## src/rtl/jtdd_rom_arb_if.sv

```systemverilog
// SDRAM read-port bundle between the ROM arbiter and the SDRAM controller.
// The arbiter is the master; the controller answers with ack and data pulses.
interface jtdd_rom_arb_if #(
    parameter int AW = 22
) ();
    logic [AW-1:0] sdram_addr;
    logic          sdram_req;
    logic          sdram_ack;
    logic          data_ok;
    logic [15:0]   sdram_dout;

    modport master (
        output sdram_addr,
        output sdram_req,
        input  sdram_ack,
        input  data_ok,
        input  sdram_dout
    );

    modport slave (
        input  sdram_addr,
        input  sdram_req,
        output sdram_ack,
        output data_ok,
        output sdram_dout
    );
endinterface

```

## src/rtl/jtdd_rom_arb.sv

```systemverilog
// Round-robin arbiter sharing one SDRAM read port among char/scroll/object
// graphics ROM requesters, with a one-word cache per requester.
module jtdd_rom_arb #(
    parameter int                  SDRAM_AW    = 22,
    parameter logic [SDRAM_AW-1:0] CHAR_OFFSET = 22'h00000,
    parameter logic [SDRAM_AW-1:0] SCR_OFFSET  = 22'h04000,
    parameter logic [SDRAM_AW-1:0] OBJ_OFFSET  = 22'h24000
) (
    input  logic                  clk,
    input  logic                  rst_n,
    input  logic                  downloading,
    input  logic [14:0]           char_addr,
    output logic [7:0]            char_data,
    output logic                  char_ok,
    input  logic [16:0]           scr_addr,
    output logic [15:0]           scr_data,
    output logic                  scr_ok,
    input  logic [17:0]           obj_addr,
    output logic [15:0]           obj_data,
    output logic                  obj_ok,
    jtdd_rom_arb_if.master        sdram
);

    typedef enum logic [1:0] {
        IDLE,
        WAIT_ACK,
        WAIT_DATA
    } state_t;

    localparam logic [1:0] S_CHAR = 2'd0;
    localparam logic [1:0] S_SCR  = 2'd1;
    localparam logic [1:0] S_OBJ  = 2'd2;

    state_t              state, state_nxt;
    logic [1:0]          sel, sel_nxt;
    logic [1:0]          ptr, ptr_nxt;
    logic [2:0]          valid, valid_nxt;
    logic [13:0]         char_tag, char_tag_nxt;
    logic [16:0]         scr_tag, scr_tag_nxt;
    logic [17:0]         obj_tag, obj_tag_nxt;
    logic [15:0]         char_word, char_word_nxt;
    logic [15:0]         scr_word, scr_word_nxt;
    logic [15:0]         obj_word, obj_word_nxt;
    logic                req, req_nxt;
    logic [SDRAM_AW-1:0] addr, addr_nxt;

    logic [SDRAM_AW-1:0] char_wa, scr_wa, obj_wa;
    logic [2:0]          hit, pend;
    logic [1:0]          pick;

    assign char_wa = CHAR_OFFSET + SDRAM_AW'(char_addr[14:1]);
    assign scr_wa  = SCR_OFFSET + SDRAM_AW'(scr_addr);
    assign obj_wa  = OBJ_OFFSET + SDRAM_AW'(obj_addr);

    assign hit[0] = valid[0] & (char_tag == char_addr[14:1]);
    assign hit[1] = valid[1] & (scr_tag == scr_addr);
    assign hit[2] = valid[2] & (obj_tag == obj_addr);
    assign pend   = ~hit;

    assign char_ok   = hit[0];
    assign scr_ok    = hit[1];
    assign obj_ok    = hit[2];
    assign char_data = char_addr[0] ? char_word[15:8] : char_word[7:0];
    assign scr_data  = scr_word;
    assign obj_data  = obj_word;

    assign sdram.sdram_req  = req;
    assign sdram.sdram_addr = addr;

    // First pending slot, searching from the round-robin pointer.
    always_comb begin
        pick = S_CHAR;
        case (ptr)
            S_SCR:
                if (pend[1])      pick = S_SCR;
                else if (pend[2]) pick = S_OBJ;
                else              pick = S_CHAR;
            S_OBJ:
                if (pend[2])      pick = S_OBJ;
                else if (pend[0]) pick = S_CHAR;
                else              pick = S_SCR;
            default:
                if (pend[0])      pick = S_CHAR;
                else if (pend[1]) pick = S_SCR;
                else              pick = S_OBJ;
        endcase
    end

    // Next-state and datapath update; a download overrides everything.
    always_comb begin
        state_nxt     = state;
        sel_nxt       = sel;
        ptr_nxt       = ptr;
        valid_nxt     = valid;
        char_tag_nxt  = char_tag;
        scr_tag_nxt   = scr_tag;
        obj_tag_nxt   = obj_tag;
        char_word_nxt = char_word;
        scr_word_nxt  = scr_word;
        obj_word_nxt  = obj_word;
        req_nxt       = req;
        addr_nxt      = addr;
        if (downloading) begin
            state_nxt = IDLE;
            req_nxt   = 1'b0;
            valid_nxt = 3'b000;
        end else begin
            case (state)
                IDLE:
                    if (|pend) begin
                        sel_nxt         = pick;
                        req_nxt         = 1'b1;
                        state_nxt       = WAIT_ACK;
                        valid_nxt[pick] = 1'b0;
                        case (pick)
                            S_CHAR: begin
                                char_tag_nxt = char_addr[14:1];
                                addr_nxt     = char_wa;
                            end
                            S_SCR: begin
                                scr_tag_nxt = scr_addr;
                                addr_nxt    = scr_wa;
                            end
                            default: begin
                                obj_tag_nxt = obj_addr;
                                addr_nxt    = obj_wa;
                            end
                        endcase
                    end
                WAIT_ACK:
                    if (sdram.sdram_ack) begin
                        req_nxt   = 1'b0;
                        state_nxt = WAIT_DATA;
                    end
                WAIT_DATA:
                    if (sdram.data_ok) begin
                        valid_nxt[sel] = 1'b1;
                        ptr_nxt   = (sel == S_OBJ) ? S_CHAR : sel + 2'd1;
                        state_nxt = IDLE;
                        case (sel)
                            S_CHAR:  char_word_nxt = sdram.sdram_dout;
                            S_SCR:   scr_word_nxt  = sdram.sdram_dout;
                            default: obj_word_nxt  = sdram.sdram_dout;
                        endcase
                    end
                default: state_nxt = IDLE;
            endcase
        end
    end

    // State and cache registers.
    always_ff @(posedge clk or negedge rst_n) begin
        if (!rst_n) begin
            state     <= IDLE;
            sel       <= S_CHAR;
            ptr       <= S_CHAR;
            valid     <= 3'b000;
            char_tag  <= '0;
            scr_tag   <= '0;
            obj_tag   <= '0;
            char_word <= '0;
            scr_word  <= '0;
            obj_word  <= '0;
            req       <= 1'b0;
            addr      <= '0;
        end else begin
            state     <= state_nxt;
            sel       <= sel_nxt;
            ptr       <= ptr_nxt;
            valid     <= valid_nxt;
            char_tag  <= char_tag_nxt;
            scr_tag   <= scr_tag_nxt;
            obj_tag   <= obj_tag_nxt;
            char_word <= char_word_nxt;
            scr_word  <= scr_word_nxt;
            obj_word  <= obj_word_nxt;
            req       <= req_nxt;
            addr      <= addr_nxt;
        end
    end

endmodule

```

## src/flat_wrapper.sv

```systemverilog
// flat-port wrapper written by rule: the top's interface ports become plain ports
module jtdd_rom_arb_flat 
#(
    parameter int                  SDRAM_AW    = 22,
    parameter logic [SDRAM_AW-1:0] CHAR_OFFSET = 22'h00000,
    parameter logic [SDRAM_AW-1:0] SCR_OFFSET  = 22'h04000,
    parameter logic [SDRAM_AW-1:0] OBJ_OFFSET  = 22'h24000
)
  (clk, rst_n, downloading, char_addr, char_data, char_ok, scr_addr, scr_data, scr_ok, obj_addr, obj_data, obj_ok, sdram_sdram_addr, sdram_sdram_req, sdram_sdram_ack, sdram_data_ok, sdram_sdram_dout);
  jtdd_rom_arb_if #(.AW(22)) sdram_i ();
  input  logic clk;
  input  logic rst_n;
  input  logic downloading;
  input  logic [14:0] char_addr;
  output logic [7:0] char_data;
  output logic char_ok;
  input  logic [16:0] scr_addr;
  output logic [15:0] scr_data;
  output logic scr_ok;
  input  logic [17:0] obj_addr;
  output logic [15:0] obj_data;
  output logic obj_ok;
  output wire logic [$bits(sdram_i.sdram_addr)-1:0] sdram_sdram_addr;
  output wire logic [$bits(sdram_i.sdram_req)-1:0] sdram_sdram_req;
  input wire logic [$bits(sdram_i.sdram_ack)-1:0] sdram_sdram_ack;
  input wire logic [$bits(sdram_i.data_ok)-1:0] sdram_data_ok;
  input wire logic [$bits(sdram_i.sdram_dout)-1:0] sdram_sdram_dout;
  assign sdram_sdram_addr = sdram_i.sdram_addr;
  assign sdram_sdram_req = sdram_i.sdram_req;
  assign sdram_i.sdram_ack = sdram_sdram_ack;
  assign sdram_i.data_ok = sdram_data_ok;
  assign sdram_i.sdram_dout = sdram_sdram_dout;
  jtdd_rom_arb #(.SDRAM_AW(SDRAM_AW), .CHAR_OFFSET(CHAR_OFFSET), .SCR_OFFSET(SCR_OFFSET), .OBJ_OFFSET(OBJ_OFFSET)) u_core (.clk(clk), .rst_n(rst_n), .downloading(downloading), .char_addr(char_addr), .char_data(char_data), .char_ok(char_ok), .scr_addr(scr_addr), .scr_data(scr_data), .scr_ok(scr_ok), .obj_addr(obj_addr), .obj_data(obj_data), .obj_ok(obj_ok), .sdram(sdram_i));
endmodule
```

## config.mk

```make
export PLATFORM = sky130hd
export DESIGN_NAME = jtdd_rom_arb_flat
export DESIGN_NICKNAME = d
export VERILOG_FILES = /design/src/rtl/jtdd_rom_arb_if.sv /design/src/rtl/jtdd_rom_arb.sv /design/src/flat_wrapper.sv
export SDC_FILE = /design/constraint.sdc
export NUM_CORES = 1
export LEC_CHECK = 0
export CAP_MARGIN = 10
export CORE_ASPECT_RATIO = 1.1
export CORE_MARGIN = 4
export CORE_UTILIZATION = 46
export DETAILED_ROUTE_END_ITERATION = 6
export PLACE_DENSITY = 0.74
export REMOVE_ABC_BUFFERS = 1
export SLEW_MARGIN = 20
export SYNTH_ARGS = -nofsm -noshare
export SYNTH_HDL_FRONTEND = slang
export SYNTH_SLANG_ARGS = --single-unit
```

## constraint.sdc

```tcl
create_clock -name clk -period 3.1 [get_ports clk]
set_clock_uncertainty 0.1 [all_clocks]
set_input_delay 0.62 -clock clk [delete_from_list [all_inputs] [get_ports clk]]
set_output_delay 0.62 -clock clk [all_outputs]
set_load 0.01 [all_outputs]
```

After elaboration in Yosys (flattened, before gate mapping)
Index checks and enable logic that the tools add are counted.

storage, ports and cells
  bits in registers = 129
  latch bits = 0
  RAM bits = 0
  ROM bits = 0
  input bits = 71
  output and inout bits = 66
  word-level logic and storage cells = 90
  memories = 0

cells by class
  $add $sub $neg = 3
  multipliers = 0
  divide/modulo/power cells = 0
  $lt $le $gt $ge = 4
  equal/unequal tests = 13
  shift operators = 0
  mux-type cells = 27
  bitwise logic cells = 10
  reduce and logical (&&, ||, !) cells = 21

operators by type and width
  operator                  count
  $pmux W22 S2              1
  $reduce_and A4 Y1         6
  $mux W2                   10
  $add A18 B18 Y19 const A  1
  $add A15 B17 Y18 const A  1
  $eq A18 B18 Y1            1
  $eq A17 B17 Y1            1
  $reduce_and A3 Y1         5
  $eq A14 B14 Y1            1
  $mux W3                   3
  $eq A2 B1 Y1 const B      4
  $mux W8                   1
  $eq A2 B2 Y1 const B      3
  $logic_not A2 Y1          3
  $lt A2 B3 Y1 const B      2
  $mux W1                   6
  $ne A3 B3 Y1 const B      2
  $not A3 Y3                2
  $pmux W2 S3               1
  $pmux W3 S2               1
  $reduce_bool A3 Y1        2
  $demux W1 S2              2
  $ge A2 B1 Y1 const B      2
  $pmux W2 S2               1
  10 further kinds          16

Depth between registers and ports, before layout
Gate-level depths: netlist of the first run.

  depth after elaboration = 15
  mapped depth = 11
  mapped depth without buffers = 8

Worst setup path before layout of the first run
No wires, ideal clock.

  kind = in2reg
  start = input obj_addr[13]
  end = register u_core.char_tag[10]
  arrival = 3.173 ns
  data required time = 2.875 ns
  path slack = -0.298 ns
  stages on the path = 10
  buffers on the path = 3
  cells stage by stage = xnor2_1 nand4_1 or4_4 o211a_1 or3_1 buf_2 or4_1 buf_4 buf_6 mux2_4

between the ends
  longest elaborated chain between the ends = 8
  elaborated cells on any way between the ends = 10
  classes of those cells = 1 x eq/ne; 4 x mux; 2 x bitwise; 3 x reduce/logical

ends and longest elaborated chain
  element                          RTL line             RTL
  start: declaration               flat_wrapper.sv:20   input logic [17:0] obj_addr;
  $eq A18 B18 Y1 (*)               jtdd_rom_arb.sv:57   assign hit[2] = valid[2] & (obj_tag == obj_addr);
  $and A1 B1 Y1 (*)                jtdd_rom_arb.sv:57
  $not A3 Y3 (*)                   jtdd_rom_arb.sv:58   assign pend = ~hit;
  $mux W2                          jtdd_rom_arb.sv:76   else if (pend[2]) pick = S_OBJ;
  $mux W2                          jtdd_rom_arb.sv:75   if (pend[1]) pick = S_SCR;
  $pmux W2 S2                      jtdd_rom_arb.sv:73   case (ptr)
  $logic_not A2 Y1                 jtdd_rom_arb.sv:115  case (pick)
  $reduce_and A4 Y1 (no line) (*)  -
  end signal: assignment           jtdd_rom_arb.sv:171  char_tag <= char_tag_nxt;
  end: declaration                 jtdd_rom_arb.sv:38   logic [13:0] char_tag, char_tag_nxt;

Every way passes the cells marked *; elsewhere a longest branch is shown, timed or not.
A chain may end at the register's enable or synchronous reset.

Worst setup path after layout of the first run
  start = input obj_addr[1]
  end = register u_core.char_tag[0]

The elaborated chain is that of the path after synthesis.

==> flow_metrics.tcl, run 1 <==
set metrics [dict create \
    cts_root_buf "clkbuf_16" \
    grt-ovfl-total 0 \
    hold_slack_ns 0.1624 \
    fp.dieH_um 128.2 \
    vias 5581 \
    synth_simple_gate_area_frac 0.08361 \
    slowest_delay_ns 0.56 \
    status "complete, but fails checks" \
    dr.pass1.iters 7 \
    clk_pin_slew_ns 0.06 \
    syn2layout_area_growth_pct 62.75 \
    final.setup.worst_slack_ns -0.3098 \
    hold_viol_final 0 \
    setup_viol 45 \
    initial_utilization 0.4741 \
    crit_fanout 5 \
    hp-class "input port to async pin" \
    synth_top_cell_by_area "dfrtp_1" \
    leakagePower_uw 0.004748 \
    rr_worst_depth 9 \
    yosysMostFrequentCell "dfrtp_1" \
    cts_made_buffers 17 \
    dieArea_um2 15040 \
    slowest_stage "or4_4" \
    yosysTopAreaCellShare 0.5215 \
    slew_violations 0 \
    num_rows 43 \
    ys_warn_count 0 \
    wl_per_cell_um 23.15 \
    die_w_um 117.3 \
    ir_drop_uv 412.0 \
    final_nets 845 \
    rsz0062_at_grt "true" \
    antenna_cells 0 \
    cts.sinks 126 \
    grt_util_all_layers 0.2767 \
    max_freq_ghz 0.2933 \
    synth_commonest_cells "dfrtp_1, mux2_2, inv_1, xnor2_1, xor2_1" \
    ios 137 \
    synth_edf_count 0 \
    synth_compound_area_frac 0.09830 \
    yosys.cell_types.count 43 \
    synth_cells 499 \
    grt_pass1_wl_um 32170 \
    synthFlopType "dfrtp_1" \
    synth-xor-area-share 0.07533 \
    first_iter_violations 559 \
    cp.arrival_ns 3.61 \
    final_layout_size_suffix_gt1_frac 0.4381 \
    violations "DRC, setup timing" \
    maxSlewHeadroom 0.5025 \
    setup_tns_ns -6.751 \
    antenna_found_initial 0 \
    min_period_over_period 1.100 \
    syn-cell-area_um2 6046 \
    core_um2 12750 \
    insertion_delay_ns 0.42 \
    cts_buffer_depth 2 \
    grt_max_degree 57 \
    avgSynthCellArea_um2 12.12 \
    muxShareOfSynthArea 0.1695 \
    crit_path_frequent_cell "or4_4" \
    synth_area_leaders "dfrtp_1, mux2_2, xnor2_1" \
    start_kind "input port" \
    drv_cap 0 \
    final_antenna_net_count 0 \
    cp_data_required_time_ns 3.30 \
    drc 2 \
    dp_slack_ns -0.8702 \
    via_per_inst 5.937 \
    io_buffers 133 \
    grt_pass1_vias 5932 \
    synth-seq-cells 126 \
    tritoncts "built" \
    htree_levels 4 \
    synth_top_family_by_area "multiplexers" \
    worstMarginPinSlew_ns 0.7359 \
    synthAdderAreaFrac 0.008278 \
    async_reset_ff_frac 1.000 \
    path_cells "dlygate4sd2_1, xnor2_2, nand4_1, or4_4, o211a_1, or3_4, or4_4, buf_12, buf_16, mux2_4" \
    dp_hpwl_um 12620 \
    wl_um 21760 \
    fin_crit_ns 3.410 \
    powerDensity_nw_per_um2 822.0 \
    end_kind "flip-flop" \
    cts_hold_buffers 0 \
    yosysSeqAreaShare 0.5215 \
    finalWeightedCongestion 0.9429 \
    crit_type "input port to flip-flop" \
]
where the power goes:
part	internal, uW	switching, uW	total, uW
combinational	1810	1290	3100
sequential	2180	462	2640
clock	1620	724	2350
total	5610	2480	8090
worst max-delay path: cells and delay by family:
kind	cells	cell delay (ns)
xor gates and xnor gates	1	0.24
buffers and inverters	3	0.60
AOI/OAI and AO/OA	1	0.23
and+or+nand+nor	4	1.59
muxes	1	0.31
metal layers:
metal | routed length [um] | part of all wire | global-route usage | vias up
met2 | 10910 | 0.50 | 0.4711 | 332
li1 | - | - | - | 2354
met4 | 1343 | 0.062 | 0.1739 | 0
met5 | 0 | 0 | 0 | -
met1 | 7954 | 0.37 | 0.3125 | 2781
met3 | 1554 | 0.071 | 0.07237 | 114
final timing paths:
path | startpoint | to | slack [ns]
worst max register to register | u_core.obj_tag[13] | u_core.char_tag[0] | -0.25
min in group clk | u_core.scr_data[12] | u_core.scr_data[12] | 0.40
max in group asynchronous | rst_n | u_core.obj_data[6] | 1.96
worst max-delay path | obj_addr[1] | u_core.char_tag[0] | -0.31
worst min register to register | u_core.scr_data[12] | u_core.scr_data[12] | 0.40
worst min-delay path | rst_n | u_core.char_tag[4] | 0.16
through the flow:
step / utilization / cell area (um2) / power [uW] / cells
after floorplan: - / 5929 / 3641 / 475
after global placement: 0.6466 / 8244 / 4714 / 864
after detailed placement: 0.6466 / 8244 / 4821 / 864
after CTS: 0.7500 / 9563 / 7697 / 925
after global routing: 0.7717 / 9839 / 8380 / 940
final: 0.7717 / 9839 / 8088 / 940
cells by family (layout without fill, tap and decap cells):
kind of cell | count (synthesis) | count (layout)
mux | 89 | 89
other cells | 1 | 3
simple gates | 87 | 87
compound gates | 78 | 78
flops | 126 | 126
xor+xnor | 52 | 52
buf+inv | 62 | 344
fa+ha+maj | 4 | 4
final cells by class:
cell class                 instances  area, um2
tap                              157      196.4
fill                             726       2912
clock buffer                      20      456.7
timing repair buffer             276       2557
sequential                       126       3153
multi-input combinational        313       3103
clock inverter                    12      237.7
inverter                          36      135.1
what timing repair did:
item,in CTS,in global routing
setup buffers,26,19
gates resized for setup,100,57
pin swaps,42,33
gates cloned,4,2
setup endpoints to repair,73,72
registers in the layout, indices dropped and copies added, names as in the netlist:
signal                   cells
u_core.obj_data             16
u_core.valid                 3
u_core.scr_tag              17
u_core.char_tag             14
u_core.ptr                   2
u_core.sdram.sdram_addr     19
u_core.sdram.sdram_req       1
u_core.char_word            16
u_core.sel                   2
u_core.scr_data             16
u_core.state                 2
u_core.obj_tag              18
placed cells by master, fill, tap and decap left out, drive strengths merged, types with 13 or more instances in the layout:
cell type / n
dfrtp: 126
nor2: 14
inv: 36
nand4: 17
dlygate4sd2: 20
mux2: 89
a22o: 13
clkdlybuf4s50: 94
xnor2: 33
buf: 143
clkbuf: 29
xor2: 19
Power figures use the tool's default switching activity.
==> run 2, diff against run 1 <==
RECOVER_POWER = 50   (was unset)
==> flow_metrics.tcl, run 2 (synthesis gave the netlist of run 1 again) <==
set metrics [dict create \
    status "complete, but fails checks" \
    layout_commonest_cell "dfrtp_1" \
    antenna_cells 0 \
    dr.pass1.iters 5 \
    r2r-end "u_core.char_tag[0]" \
    cts_buffer_depth 2 \
    first_iter_violations 521 \
    worstMarginPinSlew_ns 1.413 \
    ir_drop_uv 412.4 \
    reg2reg_slack_ns -0.25 \
    core_um2 12750 \
    wl_per_cell_um 23.18 \
    hp-class "flip-flop to flip-flop" \
    tritoncts "built" \
    critPathLaunch "obj_addr[1]" \
    syn2layout_area_growth_pct 62.40 \
    rr_worst_depth 9 \
    path_cells "dlygate4sd2_1, xnor2_2, nand4_1, or4_4, o211a_1, or3_4, or4_4, buf_12, buf_16, mux2_4" \
    setup_viol 45 \
    holdPathStages 1 \
    hold_viol_final 0 \
    slew_violations 0 \
    hold_start "u_core.scr_data[12]" \
    dieArea_um2 15040 \
    leakagePower_uw 0.004761 \
    ff_latch_area_um2 3153 \
    ios 137 \
    dp_hpwl_um 12620 \
    crit_fanout 5 \
    final_util 0.7700 \
    final_antenna_net_count 0 \
    violations "setup timing" \
    fp.dieH_um 128.2 \
    slowest_delay_ns 0.56 \
    drv_cap 0 \
    die_w_um 117.3 \
    path_buf_inv 3 \
    worstReg2RegStart "u_core.obj_tag[13]" \
    critical_path.top_delay_family "simple AND/OR/NAND/NOR gates" \
    rsz0062_at_grt "true" \
    wl_um 21790 \
    cp_data_required_time_ns 3.30 \
    final_nets 845 \
    clk_pin_slew_ns 0.06 \
    multi_input_area_um2 3103 \
    finalWeightedCongestion 0.9429 \
    initial_utilization 0.4741 \
    final.setup.worst_slack_ns -0.3083 \
    cts_made_buffers 17 \
    num_rows 43 \
    grt-ovfl-total 0 \
    end_kind "flip-flop" \
    cts_root_buf "clkbuf_16" \
    io_buffers 133 \
    maxSlewHeadroom 0.05786 \
    insertion_delay_ns 0.42 \
    fin_crit_ns 3.408 \
    final_cell_mix "dfrtp_1, buf_4, clkdlybuf4s50_1, mux2_2, inv_1" \
    fillers 729 \
    via_per_inst 5.938 \
    grt_pass1_wl_um 32170 \
    crit_path_frequent_cell "or4_4" \
    crit_type "input port to flip-flop" \
    slowest_stage "or4_4" \
    min_period_over_period 1.099 \
    largest_reg_flops 19 \
    setup_tns_ns -6.658 \
    grt_pass1_vias 5932 \
    max_freq_ghz 0.2934 \
    power_uw 8082 \
    start_kind "input port" \
    grt_max_degree 57 \
    antenna_found_initial 0 \
    drc 0 \
    grt_util_all_layers 0.2767 \
    cp.arrival_ns 3.61 \
    final_layout_size_suffix_gt1_frac 0.4368 \
    vias 5582 \
    htree_levels 4 \
    min_to "u_core.scr_data[12]" \
    powerDensity_nw_per_um2 823.1 \
    cts.sinks 126 \
]
run 2: metal layers:
| metal | routed length, um | part of all wire | global-route usage | vias up |
|---|---|---|---|---|
| li1 | - | - | - | 2359 |
| met1 | 7943 | 0.36 | 0.3125 | 2773 |
| met2 | 10810 | 0.50 | 0.4711 | 326 |
| met3 | 1618 | 0.074 | 0.07237 | 124 |
| met4 | 1417 | 0.065 | 0.1739 | 0 |
| met5 | 0 | 0 | 0 | - |
run 2: timing repair:
item	in CTS	in global routing
buffers inserted	26	19
gates cloned	4	2
resized for setup	100	57
setup endpoints to repair	73	72
hold buffers	0	0
pin swaps	42	33
run 2: power by group:
part           internal (uW)  switching [uW]
Clock                   1630             728
Sequential              2180             461
Combinational           1810            1290
Total                   5610            2480
run 2: cell type report:
type                    instances  area share
clock buffers                  20     0.04651
clock inverters                12     0.02421
inverters                      36     0.01376
multi-input cells             313      0.3160
flip-flops and latches        126      0.3211
well taps                     157     0.02001
repair buffers                276      0.2583
run 2: worst max-delay path by stage:
stage | depth (start not counted) | end
detailed placement | 10 | u_core.sdram.sdram_addr[9]
CTS | 9 | u_core.char_tag[2]
global route | 10 | u_core.char_tag[0]
floorplan | 7 | u_core.scr_tag[0]
global placement | 9 | u_core.char_tag[9]
finish | 10 | u_core.char_tag[0]
run 2: metrics by stage:
stage	worst slack, ns	area [um2]	hold WS (ns)	instances
6_report	-0.3083	9818	0.3960	940
5_1_grt	-0.3175	9818	0.4098	940
4_1_cts	-0.2549	9563	0.1905	925
3_5_place_dp	-0.8702	8244	0.3905	864
3_3_place_gp	-0.7625	8244	0.3849	864
2_1_floorplan	-1.254	5929	0.2244	475
==> run 3, diff against run 2 <==
SKIP_LAST_GASP = 1   (was unset)
==> flow_metrics.tcl, run 3 (synthesis gave the netlist of run 1 again) <==
set metrics [dict create \
    status "complete, but fails checks" \
    violations "setup timing" \
    min_to "u_core.scr_data[12]" \
    final_antenna_net_count 0 \
    via_per_inst 5.970 \
    tritoncts "built" \
    stdcell_area_um2 9808 \
    grt-ovfl-total 0 \
    drv_cap 0 \
    p_seq_frac 0.327 \
    final_cell_mix "dfrtp_1, buf_4, clkdlybuf4s50_1, mux2_2, inv_1" \
    grt_pass1_wl_um 32170 \
    setup_viol 42 \
    fp.dieH_um 128.2 \
    ios 137 \
    hold_start "u_core.scr_data[12]" \
    antenna_cells 0 \
    io_buffers 133 \
    maxSlewHeadroom 0.03350 \
    crit_path_frequent_cell "or4_4" \
    worstMarginPinSlew_ns 1.450 \
    layout_commonest_cell "dfrtp_1" \
    crit_fanout 5 \
    cts_made_buffers 17 \
    grt_max_degree 57 \
    initial_utilization 0.4741 \
    slowest_delay_ns 0.58 \
    start_kind "input port" \
    critPathLaunch "obj_addr[6]" \
    syn2layout_area_growth_pct 62.23 \
    leakagePower_uw 0.004750 \
    slowest_stage "or4_4" \
    dp_slack_ns -0.8702 \
    path_cells "clkdlybuf4s15_1, xnor2_2, nand4_1, or4_4, o211a_1, or3_4, or4_4, buf_12, buf_16, mux2_4" \
    antenna_found_initial 0 \
    r2r-end "u_core.char_tag[0]" \
    rsz0062_at_grt "true" \
    dieArea_um2 15040 \
    hold_viol_final 0 \
    fin_crit_ns 3.351 \
    powerDensity_nw_per_um2 824.1 \
    p_sw_uw 2477 \
    crit_type "input port to flip-flop" \
    worstReg2RegStart "u_core.obj_tag[13]" \
    largest_reg_flops 19 \
    power_frac_clock 0.292 \
    grt_pass1_vias 5932 \
    path_buf_inv 3 \
    wl_um 22040 \
    htree_levels 4 \
    cts_hold_buffers 0 \
    drc 0 \
    reg2reg_slack_ns -0.24 \
    cp_data_required_time_ns 3.31 \
    final_nets 845 \
    critical_path.top_delay_family "simple AND/OR/NAND/NOR gates" \
    max_freq_ghz 0.2984 \
    fillers 728 \
    final_layout_size_suffix_gt1_frac 0.4355 \
    dp_hpwl_um 12620 \
    final.setup.worst_slack_ns -0.2515 \
    hold_slack_ns 0.3960 \
    grt_util_all_layers 0.2767 \
    place_area_um2 8244 \
    min_period_over_period 1.081 \
    dr.pass1.iters 7 \
    intPower_uw 5606 \
    cts.sinks 126 \
    power_frac_comb 0.382 \
    ir_drop_uv 412.3 \
    slew_violations 0 \
    num_rows 43 \
    hp-class "flip-flop to flip-flop" \
    clk_pin_slew_ns 0.06 \
    insertion_delay_ns 0.42 \
    wl_per_cell_um 23.45 \
    cp.arrival_ns 3.56 \
    holdPathStages 1 \
    finalWeightedCongestion 0.9429 \
    die_w_um 117.3 \
    core_um2 12750 \
    rr_worst_depth 9 \
    cts_buffer_depth 2 \
    vias 5612 \
    sw_frac_of_total 0.3064 \
    cts_root_buf "clkbuf_16" \
    first_iter_violations 462 \
    end_kind "flip-flop" \
]
==> run 3: final cells by class <==
cell class	count	area, um2	share of cell area
timing repair buffer	276	2532	0.2582
multi-input combinational	313	3097	0.3157
sequential	126	3153	0.3215
tap	157	196.4	0.02003
inverter	36	135.1	0.01378
clock inverter	12	237.7	0.02424
clock buffer	20	456.7	0.04656
==> run 3: per-layer routing <==
layer  up-vias  global-route usage  wire [um]
met4         0              0.1739       1487
met5         -                   0          0
met2       369              0.4711      10920
met3       126             0.07237       1606
li1       2358                   -          -
met1      2759              0.3125       8033
==> run 3: how the worst max path moves through the flow <==
| stage | end | slack [ns] | depth (start not counted) |
|---|---|---|---|
| 2_1_floorplan | u_core.scr_tag[0] | -1.25 | 7 |
| 3_3_place_gp | u_core.char_tag[9] | -0.76 | 9 |
| 3_5_place_dp | u_core.sdram.sdram_addr[9] | -0.87 | 10 |
| 4_1_cts | u_core.char_tag[2] | -0.25 | 9 |
| 5_1_grt | u_core.char_tag[0] | -0.26 | 12 |
| 6_report | u_core.char_tag[0] | -0.25 | 10 |
==> run 3: worst reg2reg max path, cell delays in order (launching register included) <==
cell,delay (ns)
dfrtp_1,0.40
xnor2_2,0.18
nand4_1,0.27
or4_4,0.57
o211a_1,0.23
or3_4,0.37
or4_4,0.49
buf_12,0.17
buf_16,0.13
mux2_4,0.31
==> run 3: power by group through the flow <==
stage	registers, uW	clock network [uW]	logic, uW
6_report	2640	2360	3090
3_3_place_gp	2530	0	2190
5_1_grt	2680	2450	3240
2_1_floorplan	2540	0	1100
4_1_cts	2590	2360	2750
3_5_place_dp	2560	0	2260
==> run 3: timing repair <==
action,4_1_cts,5_1_grt
setup endpoints to repair,73,72
pin swaps,42,33
cloned,4,2
buffers inserted,26,19
gates resized for setup,100,55
==> run 3: stage by stage <==
| stage | std cells | setup TNS [ns] | power (uW) | utilization |
|---|---|---|---|---|
| floorplan | 475 | -64.48 | 3641 | - |
| global placement | 864 | -49.93 | 4714 | 0.6466 |
| detailed placement | 864 | -55.02 | 4821 | 0.6466 |
| CTS | 925 | -5.705 | 7697 | 0.7500 |
| global route | 940 | -6.474 | 8371 | 0.7692 |
| finish | 940 | -4.630 | 8082 | 0.7692 |
